<file path="src/rtl/ex_muldiv_unit_if.sv">
// ID/EX -> M-unit -> EX/MEM bundle for the RV32M multiply/divide unit.
// master = pipeline side (drives the op), slave = ex_muldiv_unit.
interface ex_muldiv_unit_if;
    logic        START;
    logic [2:0]  FUNCT3;
    logic [31:0] OPERAND_A;
    logic [31:0] OPERAND_B;
    logic [4:0]  RD_IN;
    logic        FLUSH;
    logic [31:0] RESULT;
    logic [4:0]  RD_OUT;
    logic        DONE;
    logic        BUSY;

    modport master (
        output START, FUNCT3, OPERAND_A, OPERAND_B, RD_IN, FLUSH,
        input  RESULT, RD_OUT, DONE, BUSY
    );

    modport slave (
        input  START, FUNCT3, OPERAND_A, OPERAND_B, RD_IN, FLUSH,
        output RESULT, RD_OUT, DONE, BUSY
    );
endinterface

</file>
<file path="src/rtl/ex_muldiv_unit.sv">
// Multi-cycle RV32M multiply/divide unit: 32-step shift-add multiply and restoring divide.
// Define MULDIV_FAST_MUL_EN to replace the iterative multiply with a single-cycle 33x33 multiplier.
module ex_muldiv_unit (
    input  logic            CLK,
    input  logic            RESET,
    ex_muldiv_unit_if.slave bus
);
    typedef enum logic [1:0] {IDLE, CALC, FINISH} state_t;

    state_t      state_q, state_d;
    logic [4:0]  count_q, count_d;
    logic [2:0]  funct3_q, funct3_d;
    logic [4:0]  rd_q, rd_d;
    logic [31:0] opnd_q, opnd_d;
    logic [63:0] work_q, work_d;
    logic        neg_q, neg_d;
    logic        neg_rem_q, neg_rem_d;
    logic [31:0] result_q, result_d;
    logic [4:0]  rd_out_q, rd_out_d;

    function automatic logic [31:0] fix32(input logic [31:0] v, input logic n);
        return n ? (~v + 32'd1) : v;
    endfunction

    function automatic logic [63:0] fix64(input logic [63:0] v, input logic n);
        return n ? (~v + 64'd1) : v;
    endfunction

    // Decode of the op sitting in the ID/EX register
    logic        in_div, a_sgn, b_sgn, a_neg, b_neg;
    logic [31:0] mag_a, mag_b;
    logic        div_zero, div_ovf;

    assign in_div   = bus.FUNCT3[2];
    assign a_sgn    = in_div ? ~bus.FUNCT3[0] : (bus.FUNCT3[1:0] != 2'b11);
    assign b_sgn    = in_div ? ~bus.FUNCT3[0] : ~bus.FUNCT3[1];
    assign a_neg    = a_sgn & bus.OPERAND_A[31];
    assign b_neg    = b_sgn & bus.OPERAND_B[31];
    assign mag_a    = fix32(bus.OPERAND_A, a_neg);
    assign mag_b    = fix32(bus.OPERAND_B, b_neg);
    assign div_zero = in_div && (bus.OPERAND_B == 32'd0);
    assign div_ovf  = in_div && !bus.FUNCT3[0] && (bus.OPERAND_A == 32'h8000_0000)
                      && (bus.OPERAND_B == 32'hFFFF_FFFF);

    logic        fast_hit;
    logic [31:0] fast_res;

`ifdef MULDIV_FAST_MUL_EN
    logic signed [32:0] fast_a, fast_b;
    logic signed [65:0] fast_prod;
    logic               fast_unused;

    assign fast_a      = {a_sgn & bus.OPERAND_A[31], bus.OPERAND_A};
    assign fast_b      = {b_sgn & bus.OPERAND_B[31], bus.OPERAND_B};
    assign fast_prod   = 66'(fast_a) * 66'(fast_b);
    assign fast_unused = ^fast_prod[65:64];
    assign fast_hit    = div_zero || div_ovf || !in_div;
    assign fast_res    = div_zero ? (bus.FUNCT3[1] ? bus.OPERAND_A : 32'hFFFF_FFFF) :
                         div_ovf  ? (bus.FUNCT3[1] ? 32'd0 : 32'h8000_0000) :
                         (bus.FUNCT3[1:0] == 2'b00) ? fast_prod[31:0] : fast_prod[63:32];
`else
    assign fast_hit    = div_zero || div_ovf;
    assign fast_res    = div_zero ? (bus.FUNCT3[1] ? bus.OPERAND_A : 32'hFFFF_FFFF) :
                         (bus.FUNCT3[1] ? 32'd0 : 32'h8000_0000);
`endif

    // One iteration: work_q holds {product_hi, multiplier} or {remainder, dividend}
    logic [32:0] mul_sum, div_shift, div_diff;
    logic [63:0] step, prod;
    logic [31:0] final_res;

    assign mul_sum   = {1'b0, work_q[63:32]} + (work_q[0] ? {1'b0, opnd_q} : 33'd0);
    assign div_shift = {work_q[63:32], work_q[31]};
    assign div_diff  = div_shift - {1'b0, opnd_q};
    assign step      = funct3_q[2] ?
                       (div_diff[32] ? {div_shift[31:0], work_q[30:0], 1'b0}
                                     : {div_diff[31:0],  work_q[30:0], 1'b1})
                     : {mul_sum, work_q[31:1]};
    assign prod      = fix64(step, neg_q);
    assign final_res = funct3_q[2] ?
                       (funct3_q[1] ? fix32(step[63:32], neg_rem_q) : fix32(step[31:0], neg_q))
                     : ((funct3_q[1:0] == 2'b00) ? prod[31:0] : prod[63:32]);

    always_comb begin
        state_d   = state_q;
        count_d   = count_q;
        funct3_d  = funct3_q;
        rd_d      = rd_q;
        opnd_d    = opnd_q;
        work_d    = work_q;
        neg_d     = neg_q;
        neg_rem_d = neg_rem_q;
        result_d  = result_q;
        rd_out_d  = rd_out_q;
        if (bus.FLUSH) begin
            state_d = IDLE;
            count_d = 5'd0;
        end else begin
            case (state_q)
                CALC: begin
                    work_d  = step;
                    count_d = count_q + 5'd1;
                    if (count_q == 5'd31) begin
                        result_d = final_res;
                        rd_out_d = rd_q;
                        state_d  = FINISH;
                    end
                end
                default: begin
                    // IDLE and FINISH both accept a new op
                    state_d = IDLE;
                    if (bus.START) begin
                        funct3_d  = bus.FUNCT3;
                        rd_d      = bus.RD_IN;
                        count_d   = 5'd0;
                        neg_d     = a_neg ^ b_neg;
                        neg_rem_d = a_neg;
                        opnd_d    = in_div ? mag_b : mag_a;
                        work_d    = {32'd0, in_div ? mag_a : mag_b};
                        if (fast_hit) begin
                            result_d = fast_res;
                            rd_out_d = bus.RD_IN;
                            state_d  = FINISH;
                        end else begin
                            state_d  = CALC;
                        end
                    end
                end
            endcase
        end
    end

    always_ff @(posedge CLK) begin
        if (RESET) begin
            state_q  <= IDLE;
            count_q  <= 5'd0;
            result_q <= 32'd0;
            rd_out_q <= 5'd0;
        end else begin
            state_q  <= state_d;
            count_q  <= count_d;
            result_q <= result_d;
            rd_out_q <= rd_out_d;
        end
    end

    always_ff @(posedge CLK) begin
        funct3_q  <= funct3_d;
        rd_q      <= rd_d;
        opnd_q    <= opnd_d;
        work_q    <= work_d;
        neg_q     <= neg_d;
        neg_rem_q <= neg_rem_d;
    end

    assign bus.RESULT = result_q;
    assign bus.RD_OUT = rd_out_q;
    assign bus.DONE   = (state_q == FINISH);
    assign bus.BUSY   = (state_q == CALC) ||
                        ((state_q == IDLE) && bus.START && !bus.FLUSH);
endmodule

</file>
<file path="src/flat_wrapper.sv">
// flat-port wrapper written by rule: the top's interface ports become plain ports
module ex_muldiv_unit_flat 
  (CLK, RESET, bus_START, bus_FUNCT3, bus_OPERAND_A, bus_OPERAND_B, bus_RD_IN, bus_FLUSH, bus_RESULT, bus_RD_OUT, bus_DONE, bus_BUSY);
  ex_muldiv_unit_if bus_i ();
  input  logic CLK;
  input  logic RESET;
  input wire logic [$bits(bus_i.START)-1:0] bus_START;
  input wire logic [$bits(bus_i.FUNCT3)-1:0] bus_FUNCT3;
  input wire logic [$bits(bus_i.OPERAND_A)-1:0] bus_OPERAND_A;
  input wire logic [$bits(bus_i.OPERAND_B)-1:0] bus_OPERAND_B;
  input wire logic [$bits(bus_i.RD_IN)-1:0] bus_RD_IN;
  input wire logic [$bits(bus_i.FLUSH)-1:0] bus_FLUSH;
  output wire logic [$bits(bus_i.RESULT)-1:0] bus_RESULT;
  output wire logic [$bits(bus_i.RD_OUT)-1:0] bus_RD_OUT;
  output wire logic [$bits(bus_i.DONE)-1:0] bus_DONE;
  output wire logic [$bits(bus_i.BUSY)-1:0] bus_BUSY;
  assign bus_i.START = bus_START;
  assign bus_i.FUNCT3 = bus_FUNCT3;
  assign bus_i.OPERAND_A = bus_OPERAND_A;
  assign bus_i.OPERAND_B = bus_OPERAND_B;
  assign bus_i.RD_IN = bus_RD_IN;
  assign bus_i.FLUSH = bus_FLUSH;
  assign bus_RESULT = bus_i.RESULT;
  assign bus_RD_OUT = bus_i.RD_OUT;
  assign bus_DONE = bus_i.DONE;
  assign bus_BUSY = bus_i.BUSY;
  ex_muldiv_unit u_core (.CLK(CLK), .RESET(RESET), .bus(bus_i));
endmodule
</file>
<file path="config.mk">
export PLATFORM = sky130hd
export DESIGN_NAME = ex_muldiv_unit_flat
export DESIGN_NICKNAME = d
export VERILOG_FILES = /design/src/rtl/ex_muldiv_unit_if.sv /design/src/rtl/ex_muldiv_unit.sv /design/src/flat_wrapper.sv
export SDC_FILE = /design/constraint.sdc
export NUM_CORES = 1
export LEC_CHECK = 0
export ABC_CLOCK_PERIOD_IN_PS = 17000
export BUFFER_PORTS_ARGS = -buffer_cell sky130_fd_sc_hd__buf_4
export CORE_UTILIZATION = 55
export CTS_BUF_LIST = sky130_fd_sc_hd__clkbuf_8
export DETAILED_ROUTE_END_ITERATION = 7
export PLACE_DENSITY = 0.75
export SETUP_SLACK_MARGIN = 0.02
export SYNTH_ARGS = -nofsm -noshare
export SYNTH_HDL_FRONTEND = slang
export SYNTH_SLANG_ARGS = --single-unit
</file>
<file path="constraint.sdc">
create_clock -name CLK -period 17 [get_ports CLK]
set_input_delay 0.85 -clock CLK [delete_from_list [all_inputs] [get_ports CLK]]
set_output_delay 0.85 -clock CLK [all_outputs]
set_load 0.01 [all_outputs]
</file>
**After elaboration in Yosys (flattened, before gate mapping)**

Cells that the tools add are included.

- Register bits: 150
- Latch bits: 0
- Memory bits (writable): 0
- ROM bits: 0
- Input bits: 76
- Output and inout port bits: 39
- Word-level logic and storage cells: 90
- Memories: 0

- Add/sub/neg operators: 8
- Multiply operators: 0
- Divide/modulo/power cells: 0
- $lt $le $gt $ge: 0
- Eq/ne operators: 7
- Shift-type cells: 0
- Mux-type cells: 34
- Bitwise operators: 12
- Reduce and logical (&&, ||, !) cells: 19

Operator list:

| kind | count |
|---|---|
| 2-to-1 mux 32 bit | 17 |
| 2-to-1 mux 64 bit | 5 |
| adder 32 x 1 -> 32 bit (second input constant) | 4 |
| NOT 32 bit | 4 |
| adder 64 x 1 -> 64 bit (second input constant) | 1 |
| equality test 32 bit (second input constant) | 2 |
| NOT 64 bit | 1 |
| adder 32 x 33 -> 33 bit | 1 |
| subtractor 33 x 32 -> 33 bit | 1 |
| zero test 32 bit | 1 |
| 2-to-1 mux 5 bit | 6 |
| 2-to-1 mux 2 bit | 4 |
| logical AND 1 bit | 6 |
| adder 5 x 1 -> 5 bit (second input constant) | 1 |
| equality test 5 bit (second input constant) | 1 |
| zero test 2 bit | 2 |
| NOT 1 bit | 4 |
| AND reduction 4 bit | 1 |
| nonzero test 2 bit | 2 |
| AND reduction 3 bit | 1 |
| bitwise AND 1 bit | 2 |
| equality test 2 x 1 -> 1 bit (second input constant) | 1 |
| equality test 2 bit (second input constant) | 1 |
| zero test 1 bit | 2 |
| other kinds (7) | 9 |

**Depth between registers and ports, before layout**

- Depth in word-level cells: 10
- Gate-level depth with buffers: 23
- Depth with buffers taken out: 21

**Least setup slack after synthesis**

Ideal clock, no wire load.

- Kind: input port to flip-flop
- Start: in bus_START
- End: reg u_core.result_q[17], in the netlist u_core.bus.RESULT[17]
- Setup time: 0.061 ns
- Arrival time: 5.575 ns
- Data required time: 16.939 ns
- Path slack: 11.364 ns
- Stages: 8
- Path buffers: 1
- Cells stage by stage: nor2_1 > nor2_1 > o21ai_0 > nor2_1 > clkbuf_1 > o221ai_1 > a221oi_1 > a32o_1

- Cells in the longest elaborated chain, start to end: 2

Ends and longest elaborated chain:

| element | RTL line | text |
|---|---|---|
| start, declared | flat_wrapper.sv:7 | `input wire logic [$bits(bus_i.START)-1:0] bus_START;` |
| nonzero test 2 bit (no line) | -- |  |
| AND reduction 4 bit (no line) | -- |  |
| end signal, assigned | ex_muldiv_unit.sv:142 | `result_q <= result_d;` |
| end, declared | ex_muldiv_unit.sv:18 | `logic [31:0] result_q, result_d;` |

Every way passes these cells.
A chain may end at the register's enable or synchronous reset.

**Worst setup path after layout**

- Start: reg u_core.work_q[50]
- End: reg u_core.result_q[30], in the netlist u_core.bus.RESULT[30]

- Cells in the longest elaborated chain, start to end: 10
- Elaborated cells between the ends (all ways): 18
- Classes of those cells: add/sub: 5; mux: 10; bitwise: 3

Ends and longest elaborated chain:

| element | RTL line | text |
|---|---|---|
| start, declared | ex_muldiv_unit.sv:15 | `logic [63:0] work_q, work_d;` |
| start signal, assigned | ex_muldiv_unit.sv:151 | `work_q <= work_d;` |
| subtractor 33 x 32 -> 33 bit | ex_muldiv_unit.sv:74 | `assign div_diff = div_shift - {1'b0, opnd_q};` |
| 2-to-1 mux 64 bit | ex_muldiv_unit.sv:76 | `(div_diff[32] ? {div_shift[31:0], work_q[30:0], 1'b0}` |
| 2-to-1 mux 64 bit * | ex_muldiv_unit.sv:75 | `assign step = funct3_q[2] ?` |
| NOT 64 bit or NOT 32 bit (tied branches) | ex_muldiv_unit.sv:26, ex_muldiv_unit.sv:22 |  |
| adder 64 x 1 -> 64 bit or adder 32 x 1 -> 32 bit (tied branches) | ex_muldiv_unit.sv:26, ex_muldiv_unit.sv:22 |  |
| 2-to-1 mux 64 bit or 2-to-1 mux 32 bit (tied branches) | ex_muldiv_unit.sv:26, ex_muldiv_unit.sv:22 |  |
| 2-to-1 mux 32 bit (on tied branches) | ex_muldiv_unit.sv:82, ex_muldiv_unit.sv:81 |  |
| 2-to-1 mux 32 bit * | ex_muldiv_unit.sv:80 | `assign final_res = funct3_q[2] ?` |
| 2-to-1 mux 32 bit * | ex_muldiv_unit.sv:103 | `if (count_q == 5'd31) begin` |
| 2-to-1 mux 32 bit * | ex_muldiv_unit.sv:99 | `case (state_q)` |

Mark *: on every way between the ends. The rest lies on a longest branch, timed or not. The select of a mux whose other input is x is not followed.

==> results.py <==
metrics = {
    "run_status": {
        "status": "finished clean",
    },
    "synth": {
        "yosysUniqueCellTypes": 108,
        "synth_simple_gate_area_frac": 0.2275,
        "synth_fa_ha_area_frac": 0.05615,
        "async_reset_ff_frac": 0,
        "synth_area_per_cell_um2": 7.934,
        "synth_top_family_by_area": "compound AO/OA/AOI/OAI gates",
        "ys.flop_type": "edfxtp_1",
        "ys_seq_area_frac": 0.2458,
        "synth_mux_area_frac": 0.07840,
        "synth_nets": 2233,
        "synth_seq_cells": 150,
        "synthCells": 2084,
        "yosysWarnings": 0,
        "synth_xor_xnor_area_share": 0.08051,
        "synthesis.area_um2": 16530,
        "synth_compound_area_frac": 0.2658,
        "synth_edf_count": 106,
    },
    "worst_setup_path": {
        "crit_slowest_cell": "a221oi_1",
        "crit_arrival_ns": 7.11,
        "worst_path_largest_cell_delay_ns": 0.67,
        "endpoint": "u_core.bus.RESULT[30]",
        "cp_cell_sequence": "ha_1 > a21oi_1 > o21ai_0 > a221oi_1 > and3_1 > a2111oi_2 > buf_4 > a21oi_1 > ha_1 > o211ai_1 > nor3_1 > nand2_1 > nor2b_1 > o2111ai_1 > nor4_2 > nand3_1 > o31ai_1 > mux2i_1 > a2bb2oi_1",
        "end_kind": "register",
        "r2r_end": "u_core.bus.RESULT[30]",
        "reg2reg_from": "u_core.work_q[50]",
        "cp-start-kind": "register",
        "crit_type": "register to register",
        "required_ns": 17.42,
        "startpoint": "u_core.work_q[50]",
        "worstPathMaxFanout": 7,
        "r2r_cells": 19,
        "r2r_slack_ns": 10.31,
    },
    "timing": {
        "finalSetupViolations": 0,
        "fin_tns_setup_ns": 0,
        "post-route-min-period_ns": 6.691,
        "tightest_slew_ns": 1.142,
        "post-route-period-util": 0.3936,
        "slew_violations": 0,
        "final-hold-violation-count": 0,
        "fmax_mhz": 149.5,
        "rsz0062_at_grt": "false",
        "slew_headroom": 0.2308,
        "fin_ws_ns": 10.31,
        "skew_ns": 0.01684,
    },
    "flow_run": {
        "max_cap_violations": 0,
    },
    "clock_network": {
        "cts.repair.resized": 0,
        "cts_max_level": 4,
        "holdBufCountCts": 0,
        "clkTransAtPathRegs_ns": 0.10,
        "post-cts-setup-buffer-count": 0,
        "clock-root-buffer": "clkbuf_8",
        "cts_sinks": 150,
        "cts_buffers": 17,
        "cts_tree": "yes",
        "clk_path_buf_depth": 2,
        "clock_latency_ns": 0.50,
    },
    "detailed_routing": {
        "postRouteWirelength_um": 62270,
        "dr.pass1.iters": 6,
        "ant_nets": 0,
        "drt-initial-drc-count": 2473,
        "wl_per_cell_um": 24.63,
        "num_vias": 17320,
        "routed_via_density": 6.852,
        "route.detailed.drc": 0,
    },
    "die": {
        "ios": 115,
        "dieHeight_um": 175.4,
        "die_x_um": 175.4,
        "core_um2": 29640,
        "dieArea_um2": 30760,
        "rows": 63,
        "start_util": 0.5579,
    },
    "pwr": {
        "p_sw_mw": 0.4992,
        "seqPwrFrac": 0.363,
        "p_int_mw": 0.6946,
        "swShare": 0.4181,
        "pwr-share-comb": 0.411,
        "p_per_area_nw_per_um2": 66.61,
        "power_leakage_nw": 6.900,
        "ir_drop_v": 0.00005136,
        "power.share.clock": 0.226,
    },
    "finish": {
        "seq_area_um2": 4064,
        "fin_util": 0.6047,
        "area_growth_pct": 8.399,
        "n_antenna_cell": 0,
        "final_nets": 2274,
        "final_layout_size_suffix_gt1_frac": 0.1123,
        "multi_input_area_um2": 11740,
        "fill_cells": 2748,
    },
    "place": {
        "portBuffers": 114,
        "globalplace.congestion": 1.051,
        "place_hpwl_um": 48730,
        "dp_slack_ns": 10.60,
    },
    "hold_path": {
        "hold_start": "u_core.bus.RESULT[1]",
        "hold_path.class": "register to register",
    },
    "global_routing": {
        "overflow": 0,
        "grt_first_pass_wirelength_um": 93320,
        "grt_pass1_vias": 15850,
        "grt_max_degree": 82,
        "grt_usage": 0.3992,
        "antenna_found_initial": 3,
    },
}
[flip-flops by register name, summed over array words and instances (netlist names)]
| register | count |
|---|---|
| u_core.work_q | 64 |
| u_core.opnd_q | 32 |
| u_core.funct3_q | 3 |
| u_core.neg_rem_q | 1 |
| u_core.state_q | 2 |
| u_core.rd_q | 5 |
| u_core.bus.RESULT | 32 |
| u_core.neg_q | 1 |
| u_core.count_q | 5 |
| u_core.bus.RD_OUT | 5 |
[cell usage after synthesis, drive strengths merged, types with 13 or more instances]
cell | count | area share
dfxtp | 44 | 0.053
and2 | 54 | 0.020
buf | 32 | 0.011
xnor2 | 79 | 0.042
o221ai | 14 | 0.0074
nand2b | 26 | 0.0098
or3 | 23 | 0.0090
a21oi | 189 | 0.057
nor4 | 23 | 0.013
o21ai | 136 | 0.041
mux2 | 17 | 0.012
nor2b | 16 | 0.0061
nand2 | 183 | 0.042
and3 | 17 | 0.0064
nand3 | 39 | 0.013
edfxtp | 106 | 0.19
a31oi | 27 | 0.012
a211oi | 32 | 0.017
nor2 | 217 | 0.049
xor2 | 73 | 0.039
clkbuf | 81 | 0.018
mux2i | 110 | 0.067
o21a | 20 | 0.0092
nand4 | 38 | 0.015
o31ai | 29 | 0.015
inv | 69 | 0.016
o211ai | 23 | 0.010
nor3 | 67 | 0.021
a32oi | 13 | 0.0069
ha | 71 | 0.054
a21o | 26 | 0.012
[power by group through the flow]
| stage | sequential, mW | clock (mW) | combinational [mW] |
|---|---|---|---|
| after floorplan | 0.434 | 0 | 0.332 |
| after global placement | 0.440 | 0 | 0.468 |
| after global routing | 0.435 | 0.279 | 0.523 |
| after detailed placement | 0.441 | 0 | 0.472 |
| after CTS | 0.432 | 0.268 | 0.475 |
| final | 0.433 | 0.270 | 0.491 |
[worst min path at each step]
stage                           end  cells after the start
2_1_floorplan     u_core.count_q[3]                      2
3_3_place_gp   u_core.bus.RESULT[4]                      2
3_5_place_dp   u_core.bus.RESULT[1]                      2
4_1_cts        u_core.bus.RESULT[4]                      2
5_1_grt        u_core.bus.RESULT[5]                      2
6_report       u_core.bus.RESULT[1]                      2
[metrics by stage]
step | hold slack, ns | cells | cell area [um2] | total power, mW
after floorplan | 0.4539 | 2084 | 16530 | 0.7658
after global placement | 0.4569 | 2496 | 17570 | 0.9075
final | 0.4755 | 2528 | 17920 | 1.194
after CTS | 0.4759 | 2528 | 17920 | 1.174
after global routing | 0.4899 | 2528 | 17920 | 1.237
after detailed placement | 0.4618 | 2496 | 17570 | 0.9125
[layout by cell type, fill, tap and decap left out, types with 9 or more instances in the layout]
master,n
buf_4,135
ha_1,71
mux2_2,16
clkbuf_8,19
a31oi_1,25
nand2_1,182
nand2b_1,25
and3_1,16
o41ai_1,9
o21ai_0,133
a2111oi_0,9
mux2i_1,109
o21a_1,19
a32oi_1,13
or4_1,10
nand4_1,36
xor2_1,73
nor4_1,17
xnor2_1,79
nor2b_1,15
nand3_1,36
a211o_1,9
o211ai_1,23
o221ai_1,14
and2_1,52
dfxtp_1,44
a21oi_1,189
a21o_1,26
a211oi_1,28
inv_1,71
o31ai_1,26
edfxtp_1,106
nor2_1,215
or3_1,22
nor3_1,66
a221o_1,10
[critical path: cells and delay by family, from the launching register on]
family | cells | cell delay [ns]
AO/OA/AOI/OAI | 9 | 2.56
adder cells (fa/ha/maj) | 2 | 0.69
buffers and inverters | 1 | 0.24
flip-flops | 1 | 0.49
multiplexers | 1 | 0.22
AND/OR/NAND/NOR | 6 | 2.41
[final cells by class]
cell class	count	area share
well taps	390	0.02723
flip-flops and latches	150	0.2267
clock buffers	19	0.01459
clock inverters	13	0.005305
repair buffers	135	0.05654
inverters	71	0.01487
multi-input cells	1750	0.6547
[logic make-up (layout without fill, tap and decap cells)]
group                    after synthesis  after routing
AO/OA/AOI/OAI                        648            648
XOR/XNOR                             152            152
adder cells (fa/ha/maj)               73             73
buffers and inverters                184            238
flip-flops                           150            150
multiplexers                         127            127
AND/OR/NAND/NOR                      750            750
[routing by layer]
metal,part of all wire,vias to the layer above,global-route usage,wire length [um]
li1,-,7909,-,-
met1,0.40,8119,0.5179,24780
met2,0.44,1088,0.6324,27300
met3,0.098,204,0.05541,6084
met4,0.066,2,0.2377,4100
met5,0.00014,-,0,9
Power figures use the tool's default switching activity.
